**src/rtl/axis_line_framer_if.sv**
```systemverilog
// AXI4-Stream bundle for the line framer: pixel data, handshake, line-end and start-of-frame flags.
interface axis_line_framer_if #(
    parameter int DATA_W = 32
) ();
    logic [DATA_W-1:0] tdata;
    logic              tvalid;
    logic              tready;
    logic              tlast;
    logic              tuser;

    modport master (output tdata, output tvalid, output tlast, output tuser, input tready);
    modport slave  (input tdata, input tvalid, input tlast, input tuser, output tready);
endinterface

```
**src/rtl/axis_line_framer.sv**
```systemverilog
// Re-frames a disparity AXI4-Stream by pixel count into lines/frames behind a back-pressure FIFO.
// Define AXIS_LINE_FRAMER_STATS_EN to add frame_cnt and drop_cnt statistics outputs.
module axis_line_framer #(
    parameter int AXIS_TDATA_WIDTH = 32,
    parameter int IMG_WIDTH        = 640,
    parameter int IMG_HEIGHT       = 480,
    parameter int FIFO_DEPTH       = 16
) (
    input  logic                aclk,
    input  logic                aresetn,
    axis_line_framer_if.slave   s_axis,
    axis_line_framer_if.master  m_axis,
    output logic                frame_done,
    output logic                overflow,
`ifdef AXIS_LINE_FRAMER_STATS_EN
    output logic                sync_err,
    output logic [31:0]         frame_cnt,
    output logic [15:0]         drop_cnt
`else
    output logic                sync_err
`endif
);
    localparam int ADDR_W  = $clog2(FIFO_DEPTH);
    localparam int PTR_W   = ADDR_W + 1;
    localparam int X_W     = $clog2(IMG_WIDTH);
    localparam int Y_W     = (IMG_HEIGHT > 1) ? $clog2(IMG_HEIGHT) : 1;
    localparam int ENTRY_W = AXIS_TDATA_WIDTH + 2;
    localparam logic [X_W-1:0] X_MAX = X_W'(IMG_WIDTH - 1);
    localparam logic [Y_W-1:0] Y_MAX = Y_W'(IMG_HEIGHT - 1);

    typedef enum logic {IDLE, ACTIVE} state_t;

    state_t               state_q, state_d;
    logic [X_W-1:0]       x_q, x_d;
    logic [Y_W-1:0]       y_q, y_d;

    logic [ENTRY_W-1:0]   mem [FIFO_DEPTH];
    logic [PTR_W-1:0]     wr_ptr, rd_ptr, count;
    logic                 full, empty, accept, drop;

    logic                 wr_en_p0, user_p0, last_p0, done_p0, err_p0;

    logic                 vld_p1, user_p1, last_p1;
    logic [AXIS_TDATA_WIDTH-1:0] data_p1;
    logic                 pop, load;
    logic [ADDR_W-1:0]    load_idx;

    assign full   = (wr_ptr[ADDR_W] != rd_ptr[ADDR_W]) &&
                    (wr_ptr[ADDR_W-1:0] == rd_ptr[ADDR_W-1:0]);
    assign empty  = (wr_ptr == rd_ptr);
    assign count  = wr_ptr - rd_ptr;

    // Ready is held low while in reset so every output reads 0 then.
    assign s_axis.tready = aresetn & ~full;
    assign accept        = s_axis.tvalid & s_axis.tready;
    assign drop          = s_axis.tvalid & full;

    // ---- Stage p0: framing FSM tags each accepted beat at FIFO write ----
    always_ff @(posedge aclk or negedge aresetn) begin
        if (!aresetn) begin
            state_q <= IDLE;
            x_q     <= '0;
            y_q     <= '0;
        end else begin
            state_q <= state_d;
            x_q     <= x_d;
            y_q     <= y_d;
        end
    end

    always_comb begin
        state_d  = state_q;
        x_d      = x_q;
        y_d      = y_q;
        wr_en_p0 = 1'b0;
        user_p0  = 1'b0;
        last_p0  = 1'b0;
        done_p0  = 1'b0;
        err_p0   = 1'b0;
        if (accept) begin
            case (state_q)
                IDLE: begin
                    if (s_axis.tuser) begin
                        wr_en_p0 = 1'b1;
                        user_p0  = 1'b1;
                        x_d      = X_W'(1);
                        y_d      = '0;
                        state_d  = ACTIVE;
                    end
                end
                ACTIVE: begin
                    wr_en_p0 = 1'b1;
                    if (s_axis.tuser) begin
                        // Restart on an early SOF; the partial frame stays queued without a tlast.
                        user_p0 = 1'b1;
                        err_p0  = (x_q != '0) || (y_q != '0) || s_axis.tlast;
                        x_d     = X_W'(1);
                        y_d     = '0;
                    end else begin
                        last_p0 = (x_q == X_MAX);
                        err_p0  = (s_axis.tlast != last_p0);
                        if (last_p0) begin
                            x_d = '0;
                            if (y_q == Y_MAX) begin
                                done_p0 = 1'b1;
                                y_d     = '0;
                                state_d = IDLE;
                            end else begin
                                y_d = y_q + Y_W'(1);
                            end
                        end else begin
                            x_d = x_q + X_W'(1);
                        end
                    end
                end
                default: state_d = IDLE;
            endcase
        end
    end

    always_ff @(posedge aclk or negedge aresetn) begin
        if (!aresetn) begin
            frame_done <= 1'b0;
            overflow   <= 1'b0;
            sync_err   <= 1'b0;
            wr_ptr     <= '0;
        end else begin
            frame_done <= done_p0;
            overflow   <= overflow | drop;
            sync_err   <= sync_err | err_p0;
            wr_ptr     <= wr_ptr + PTR_W'(wr_en_p0);
        end
    end

    always_ff @(posedge aclk) begin
        if (wr_en_p0)
            mem[wr_ptr[ADDR_W-1:0]] <= {user_p0, last_p0, s_axis.tdata};
    end

    // ---- Stage p1: output register mirrors the FIFO head; entry leaves on handshake ----
    assign pop = vld_p1 & m_axis.tready;

    always_comb begin
        load     = 1'b0;
        load_idx = rd_ptr[ADDR_W-1:0];
        if (pop) begin
            load     = (count > PTR_W'(1));
            load_idx = rd_ptr[ADDR_W-1:0] + ADDR_W'(1);
        end else if (!vld_p1) begin
            load = ~empty;
        end
    end

    always_ff @(posedge aclk or negedge aresetn) begin
        if (!aresetn) begin
            rd_ptr  <= '0;
            vld_p1  <= 1'b0;
            user_p1 <= 1'b0;
            last_p1 <= 1'b0;
            data_p1 <= '0;
        end else begin
            rd_ptr <= rd_ptr + PTR_W'(pop);
            if (pop || !vld_p1)
                vld_p1 <= load;
            if (load)
                {user_p1, last_p1, data_p1} <= mem[load_idx];
        end
    end

    assign m_axis.tvalid = vld_p1;
    assign m_axis.tdata  = data_p1;
    assign m_axis.tlast  = last_p1;
    assign m_axis.tuser  = user_p1;

`ifdef AXIS_LINE_FRAMER_STATS_EN
    always_ff @(posedge aclk or negedge aresetn) begin
        if (!aresetn) begin
            frame_cnt <= '0;
            drop_cnt  <= '0;
        end else begin
            if (done_p0)
                frame_cnt <= frame_cnt + 32'd1;
            if (drop && drop_cnt != 16'hFFFF)
                drop_cnt <= drop_cnt + 16'd1;
        end
    end
`endif

endmodule

```
**src/flat_wrapper.sv**
```systemverilog
// flat-port wrapper written by rule: the top's interface ports become plain ports
module axis_line_framer_flat 
#(
    parameter int AXIS_TDATA_WIDTH = 32,
    parameter int IMG_WIDTH        = 640,
    parameter int IMG_HEIGHT       = 480,
    parameter int FIFO_DEPTH       = 16
)
  (aclk, aresetn, frame_done, overflow, sync_err, s_axis_tdata, s_axis_tvalid, s_axis_tlast, s_axis_tuser, s_axis_tready, m_axis_tdata, m_axis_tvalid, m_axis_tlast, m_axis_tuser, m_axis_tready);
  axis_line_framer_if #(.DATA_W((32))) s_axis_i ();
  axis_line_framer_if #(.DATA_W((32))) m_axis_i ();
  input  logic aclk;
  input  logic aresetn;
  output logic frame_done;
  output logic overflow;
  output logic sync_err;
  input wire logic [$bits(s_axis_i.tdata)-1:0] s_axis_tdata;
  input wire logic [$bits(s_axis_i.tvalid)-1:0] s_axis_tvalid;
  input wire logic [$bits(s_axis_i.tlast)-1:0] s_axis_tlast;
  input wire logic [$bits(s_axis_i.tuser)-1:0] s_axis_tuser;
  output wire logic [$bits(s_axis_i.tready)-1:0] s_axis_tready;
  output wire logic [$bits(m_axis_i.tdata)-1:0] m_axis_tdata;
  output wire logic [$bits(m_axis_i.tvalid)-1:0] m_axis_tvalid;
  output wire logic [$bits(m_axis_i.tlast)-1:0] m_axis_tlast;
  output wire logic [$bits(m_axis_i.tuser)-1:0] m_axis_tuser;
  input wire logic [$bits(m_axis_i.tready)-1:0] m_axis_tready;
  assign s_axis_i.tdata = s_axis_tdata;
  assign s_axis_i.tvalid = s_axis_tvalid;
  assign s_axis_i.tlast = s_axis_tlast;
  assign s_axis_i.tuser = s_axis_tuser;
  assign s_axis_tready = s_axis_i.tready;
  assign m_axis_tdata = m_axis_i.tdata;
  assign m_axis_tvalid = m_axis_i.tvalid;
  assign m_axis_tlast = m_axis_i.tlast;
  assign m_axis_tuser = m_axis_i.tuser;
  assign m_axis_i.tready = m_axis_tready;
  axis_line_framer #(.AXIS_TDATA_WIDTH(AXIS_TDATA_WIDTH), .IMG_WIDTH(IMG_WIDTH), .IMG_HEIGHT(IMG_HEIGHT), .FIFO_DEPTH(FIFO_DEPTH)) u_core (.aclk(aclk), .aresetn(aresetn), .s_axis(s_axis_i), .m_axis(m_axis_i), .frame_done(frame_done), .overflow(overflow), .sync_err(sync_err));
endmodule
```
**config.mk**
```make
export PLATFORM = sky130hd
export DESIGN_NAME = axis_line_framer_flat
export DESIGN_NICKNAME = d
export VERILOG_FILES = /design/src/rtl/axis_line_framer_if.sv /design/src/rtl/axis_line_framer.sv /design/src/flat_wrapper.sv
export SDC_FILE = /design/constraint.sdc
export NUM_CORES = 1
export LEC_CHECK = 0
export CAP_MARGIN = 10
export CORE_MARGIN = 8
export CORE_UTILIZATION = 53
export CTS_CLUSTER_DIAMETER = 30
export DETAILED_ROUTE_END_ITERATION = 6
export PLACE_DENSITY = 0.76
export SETUP_SLACK_MARGIN = 0.1
export SLEW_MARGIN = 20
export SYNTH_ARGS = -nofsm -noshare
export SYNTH_HDL_FRONTEND = slang
export SYNTH_SLANG_ARGS = --single-unit
```
**constraint.sdc**
```tcl
create_clock -name aclk -period 4.9 [get_ports aclk]
set_input_delay 0.98 -clock aclk [delete_from_list [all_inputs] [get_ports aclk]]
set_output_delay 0.98 -clock aclk [all_outputs]
set_load 0.03 [all_outputs]
```
Word-level counts from Yosys, hierarchy flattened --
Memories as Yosys holds them, arrays and structs flattened. A register that Yosys moved wholly into a read port is not among the register bits. Index checks and enable logic that the tools add are counted.
Word-level totals: register bits after elaboration 34, bits in latches 0, bits in writable memories 544, bits in read-only memories 0, input port bits 38, output and inout port bits 39, logic and storage cells 77, memories 1
Memories:
- u_core.mem | depth 16, width 34, read ports 1, clocked after memory_dff 1, write ports 1, line axis_line_framer.sv:37 | logic [ENTRY_W-1:0] mem [FIFO_DEPTH];
Cells by class: add/subtract/negate cells 6, multiply operators 0, divide/modulo/power cells 0, order comparisons 1, eq/ne operators 8, shift-type cells 0, mux-type cells 33, bitwise logic cells 9, reduce and logical (&&, ||, !) cells 10
Operator list (number):
- 9-bit 2-to-1 mux | 4
- 10-bit 2-to-1 mux | 3
- 1-bit 2-to-1 mux | 21
- 10-bit case mux with 2 select lines | 1
- 9-bit case mux with 2 select lines | 1
- 10-bit by 1-bit adder with 10-bit output (second input constant) | 1
- 5-bit by 1-bit adder with 5-bit output | 2
- 10-bit equality test (second input constant) | 1
- 10-bit nonzero test | 1
- 9-bit by 1-bit adder with 9-bit output (second input constant) | 1
- 9-bit equality test (second input constant) | 1
- 9-bit nonzero test | 1
- 5-bit equality test | 1
- 5-bit by 1-bit > comparator with 1-bit output (second input constant) | 1
- 5-bit subtractor | 1
- 4-bit by 1-bit adder with 4-bit output (second input constant) | 1
- 1-bit bitwise AND | 4
- 4-bit equality test | 1
- 4-bit 2-to-1 mux | 1
- 1-bit case mux with 2 select lines | 2
- 1-bit logical OR | 3
- 3-bit != test (second input constant) | 1
- 1-bit inverter | 3
- 3-bit AND reduction | 1
- other kinds (6) | 9

Longest topological paths before layout --
word-level depth 8, depth in mapped cells 12, depth with buffers taken out 11

Worst setup path after synthesis --
Ideal clock, no wire load.
path type reg2reg, from register u_core.rd_ptr[2], to memory u_core.mem[12][0] in the netlist's numbering (enable), library setup time 0.510 ns, arrival time 4.739 ns, required time 4.390 ns, setup slack -0.350 ns, stages on the path, launching flop included 9, path buffers 1, period minus slack after synthesis 5.250 ns, path through dfrtp_1 -> buf_2 -> inv_1 -> ha_1 -> nand4_1 -> nor2_1 -> and3b_1 -> o21ai_2 -> nor4_1
On the way: word-level cells in the longest chain between the ends 8
Ends and longest elaborated chain:
- start: declaration | line axis_line_framer.sv:38 | logic [PTR_W-1:0] wr_ptr, rd_ptr, count;
- start signal: assignment | line axis_line_framer.sv:162 | rd_ptr <= rd_ptr + PTR_W'(pop);
- 4-bit equality test | line axis_line_framer.sv:49 | (wr_ptr[ADDR_W-1:0] == rd_ptr[ADDR_W-1:0]);
- 1-bit logical AND | line axis_line_framer.sv:48 | assign full = (wr_ptr[ADDR_W] != rd_ptr[ADDR_W]) &&
- 1-bit inverter | line axis_line_framer.sv:54 | assign s_axis.tready = aresetn & ~full;
- 1-bit bitwise AND | line axis_line_framer.sv:54
- 1-bit bitwise AND | line axis_line_framer.sv:55 | assign accept = s_axis.tvalid & s_axis.tready;
- 1-bit 2-to-1 mux | line axis_line_framer.sv:80 | if (accept) begin
- 1-bit 2-to-1 mux | line axis_line_framer.sv:136 | if (wr_en_p0)
- 1-bit 2-to-1 mux (not written as such) | line axis_line_framer.sv:137 | mem[wr_ptr[ADDR_W-1:0]] <= {user_p0, last_p0, s_axis.tdata};
- end: declaration | line axis_line_framer.sv:37
No other way between the ends.

Worst setup path after layout --
from register u_core.wr_ptr[1], to memory u_core.mem[3][20] in the netlist's numbering (enable)
On the way: word-level cells in the longest chain between the ends 8
Ends and longest elaborated chain:
- start: declaration | line axis_line_framer.sv:38
- start signal: assignment | line axis_line_framer.sv:131 | wr_ptr <= wr_ptr + PTR_W'(wr_en_p0);
- 4-bit equality test | line axis_line_framer.sv:49
- 1-bit logical AND | line axis_line_framer.sv:48
- 1-bit inverter | line axis_line_framer.sv:54
- 1-bit bitwise AND | line axis_line_framer.sv:54
- 1-bit bitwise AND | line axis_line_framer.sv:55
- 1-bit 2-to-1 mux | line axis_line_framer.sv:80
- 1-bit 2-to-1 mux | line axis_line_framer.sv:136
- 1-bit 2-to-1 mux (not written as such) | line axis_line_framer.sv:137
Parallel ways exist; a longest one is shown, timed or not.

==> results_dict.tcl <==
set metrics [dict create \
    tritoncts.num_buffers 106 \
    setup.reg_to_reg.worst_slack_ns 1.24 \
    wirelength_mm 56.5 \
    worst_r2r_startpoint "u_core.wr_ptr[1]" \
    max_cap_violations 0 \
    placementRows 77 \
    detailedRoute.firstPassIterationCount 5 \
    final.period_utilization_pct 74.7 \
    run_status "finished clean" \
    ir_worst_vdd_mv 0.467 \
    io_buffers 76 \
    routed_wire_length_per_instance_um 28.6 \
    overflow 0 \
    drt-vias-per-instance 6.21 \
    crit_path_start "u_core.wr_ptr[1]" \
    max_clock_freq_ghz 0.273 \
    chipHeight_um 228 \
    critical_path_required_ns 5.21 \
    tritoncts "built" \
    totalNegativeSetupSlack_ns 0 \
    syn_nets 1158 \
    final-max-slew-violation-count 0 \
    worst_setup_path_end_kind "flop" \
    max_slew.worst_pin.slew_ns 0.929 \
    count_of_cells_resized_by_post_cts_repair 0 \
    clk-insertion-delay-late_ns 0.63 \
    ys_top_cells_by_area "sky130_fd_sc_hd__edfxtp_1 (69%), sky130_fd_sc_hd__mux4_2 (11%), sky130_fd_sc_hd__dfrtp_1 (7.2%), sky130_fd_sc_hd__mux4_1 (1.9%), sky130_fd_sc_hd__mux2_2 (1.6%)" \
    fin_area_sq_um 29200 \
    path_max_fanout 20 \
    postCtsSetupBuffers 0 \
    ys_seq_area_share_pct 75.9 \
    crit_buf_inv 1 \
    timing.final.setup_violations 0 \
    max_stage_delay_ns 0.74 \
    nets 1342 \
    floorplan.die_area_sq_um 51900 \
    track_usage_pct 21.4 \
    grt_antenna_before_repair 5 \
    syn-mean-instance-area_sq_um 21.5 \
    finalWeightedCongestion 0.778 \
    grt_max_degree 50 \
    placeableCoreArea_sq_um 44200 \
    final_layout_size_suffix_gt1_share_pct 29.5 \
    layout_commonest_cell "sky130_fd_sc_hd__edfxtp_1" \
    period_needed_ns 3.66 \
    cts.sink_count 612 \
    post-dp-hpwl_mm 27.5 \
    unrepaired_setup_endpoints_after_global_routing "no" \
    clk_pin_slew_worst_paths_ns 0.05 \
    io-pin-count 77 \
    most-common-layout-cells "sky130_fd_sc_hd__edfxtp_1 (544), sky130_fd_sc_hd__mux4_2 (119), sky130_fd_sc_hd__clkbuf_16 (106), sky130_fd_sc_hd__clkdlybuf4s50_1 (75), sky130_fd_sc_hd__dfrtp_1 (68)" \
    critical_path_depth 8 \
    first_global_vias 12900 \
    synth_enable_flop_cells 544 \
    timing.max_slew.rel_slack_pct 36.7 \
    grt_pass1_wl_mm 83.1 \
    synth_to_final_area_change_pct 23.0 \
    postPlaceCellArea_sq_um 25700 \
    hold_viol_final 0 \
    post-synth-top-area-cell "sky130_fd_sc_hd__edfxtp_1" \
    dpl_worst_slack_ns 0.809 \
    initial_utilization_pct 53.8 \
    ant_nets 0 \
    post-synth-top-area-fraction_pct 68.7 \
    critPathSlowestCell "sky130_fd_sc_hd__nor2_4" \
    cts.hold.buffers_added 0 \
    cts_max_path_buffers 3 \
    chipWidth_um 228 \
    ctsRootBufferMaster "sky130_fd_sc_hd__clkbuf_16" \
    worst_setup_path_endpoint "u_core.mem[3][20]" \
    drc_markers 0 \
    synth_top_flop_cell "sky130_fd_sc_hd__edfxtp_1" \
    htree_levels 3 \
    cpLargestDelayFamily "simple AND/OR/NAND/NOR gates" \
    worst-r2r-cell-count 8 \
    leakage_uw 0.00992 \
    worstHoldPathType "in2async" \
    timing_worst_setup_path_type "reg2reg" \
    detailedRoute.firstIterationViolations 1437 \
    post_syn_area_sq_um 23800 \
    crit_path_start_kind "flop" \
    async_reset_ff_share_pct 11.1 \
    netlist-cell-type-count 55 \
    worst_clock_skew_ns 0.0200 \
    ys_seq_elements 612 \
    final_worst_path_setup_slack_ns 1.24 \
    crit_path_cells "ha_1, nand4_1, nor2_1, and3b_1, o21ai_2, or3_1, nor2_4, buf_12" \
    worstReg2RegEnd "u_core.mem[3][20]" \
    synthesis.yosys.warnings 0 \
    dr_total_vias 12300 \
    critPathArrivalTime_ns 3.97 \
    netlist_instances 1106 \
    power_density_nw_per_um2 686 \
]
worst min-delay path by stage:
| stage | endpoint | slack, ns | depth (start not counted) |
|---|---|---|---|
| 2_1_floorplan | u_core.y_q[8] | 0.46 | 1 |
| 3_3_place_gp | u_core.overflow | 0.44 | 1 |
| 3_5_place_dp | u_core.overflow | 0.45 | 1 |
| 4_1_cts | u_core.sync_err | 0.46 | 2 |
| 5_1_grt | u_core.sync_err | 0.47 | 2 |
| 6_report | u_core.sync_err | 0.45 | 2 |
cells in the mapped netlist (all sizes together), types with 2 or more instances:
| cell | instances |
|---|---|
| o31ai | 4 |
| ha | 13 |
| nand4 | 3 |
| o41ai | 2 |
| clkbuf | 19 |
| and4b | 2 |
| xnor2 | 8 |
| xor2 | 7 |
| o21a | 2 |
| a22o | 34 |
| and3 | 9 |
| nor3 | 12 |
| nor2 | 24 |
| nand2b | 4 |
| nand3 | 14 |
| edfxtp | 544 |
| mux2 | 35 |
| nor4b | 2 |
| o21ai | 23 |
| mux4 | 136 |
| nor4 | 4 |
| a221o | 34 |
| nand2 | 22 |
| dfrtp | 68 |
| a21oi | 8 |
| nand3b | 2 |
| a31oi | 2 |
| o22ai | 2 |
| and2 | 4 |
| inv | 16 |
| a21o | 3 |
| buf | 30 |
| nor2b | 2 |
cell type report:
class	count	area [sq um]
sequential	612	18000
fill	2734	15000
tap	592	741
clock buffer	125	2770
inverter	17	63.8
timing repair buffer	125	1250
multi-input combinational	428	5560
antenna	3	7.51
clock inverter	73	807
power by group:
group / total (uW) / internal (uW) / switching [uW]
logic: 6310 / 3120 / 3190
registers: 6480 / 6180 / 301
clock network: 7260 / 4740 / 2520
cells by family after synthesis:
logic type	share of synthesized area (%)
DFF	75.9
buffers and inverters	1.45
AOI/OAI and AO/OA	3.92
xor gates and xnor gates	0.553
and+or+nand+nor	2.52
adders and majority gates	0.768
muxes	14.9
registers in the layout, indices dropped and copies added, names as in the netlist:
name and count:
u_core.m_axis.tuser 1, u_core.m_axis.tlast 1, u_core.wr_ptr 5, u_core.sync_err 1, u_core.frame_done 1, u_core.x_q 10, u_core.rd_ptr 5, u_core.m_axis.tdata 32
u_core.mem 544, u_core.y_q 9, u_core.state_q 1, u_core.m_axis.tvalid 1, u_core.overflow 1
through the flow:
step	power [uW]	util, %	std cells	hold WS [ns]
floorplan	10900	-	1106	0.463
global placement	12700	58.0	1774	0.444
detailed placement	12800	58.0	1774	0.447
CTS	20200	66.1	1972	0.456
global route	20800	66.1	1974	0.469
finish	20000	66.1	1975	0.453
layer usage:
metal | vias up | global-route usage [%] | share of wire (%)
met4 | 4 | 6.90 | 2.4
met3 | 105 | 4.85 | 8.1
li1 | 5068 | - | -
met2 | 673 | 35.9 | 51
met1 | 6405 | 27.6 | 38
met5 | - | 0 | 0.039
(Power assumes the default switching activity.)
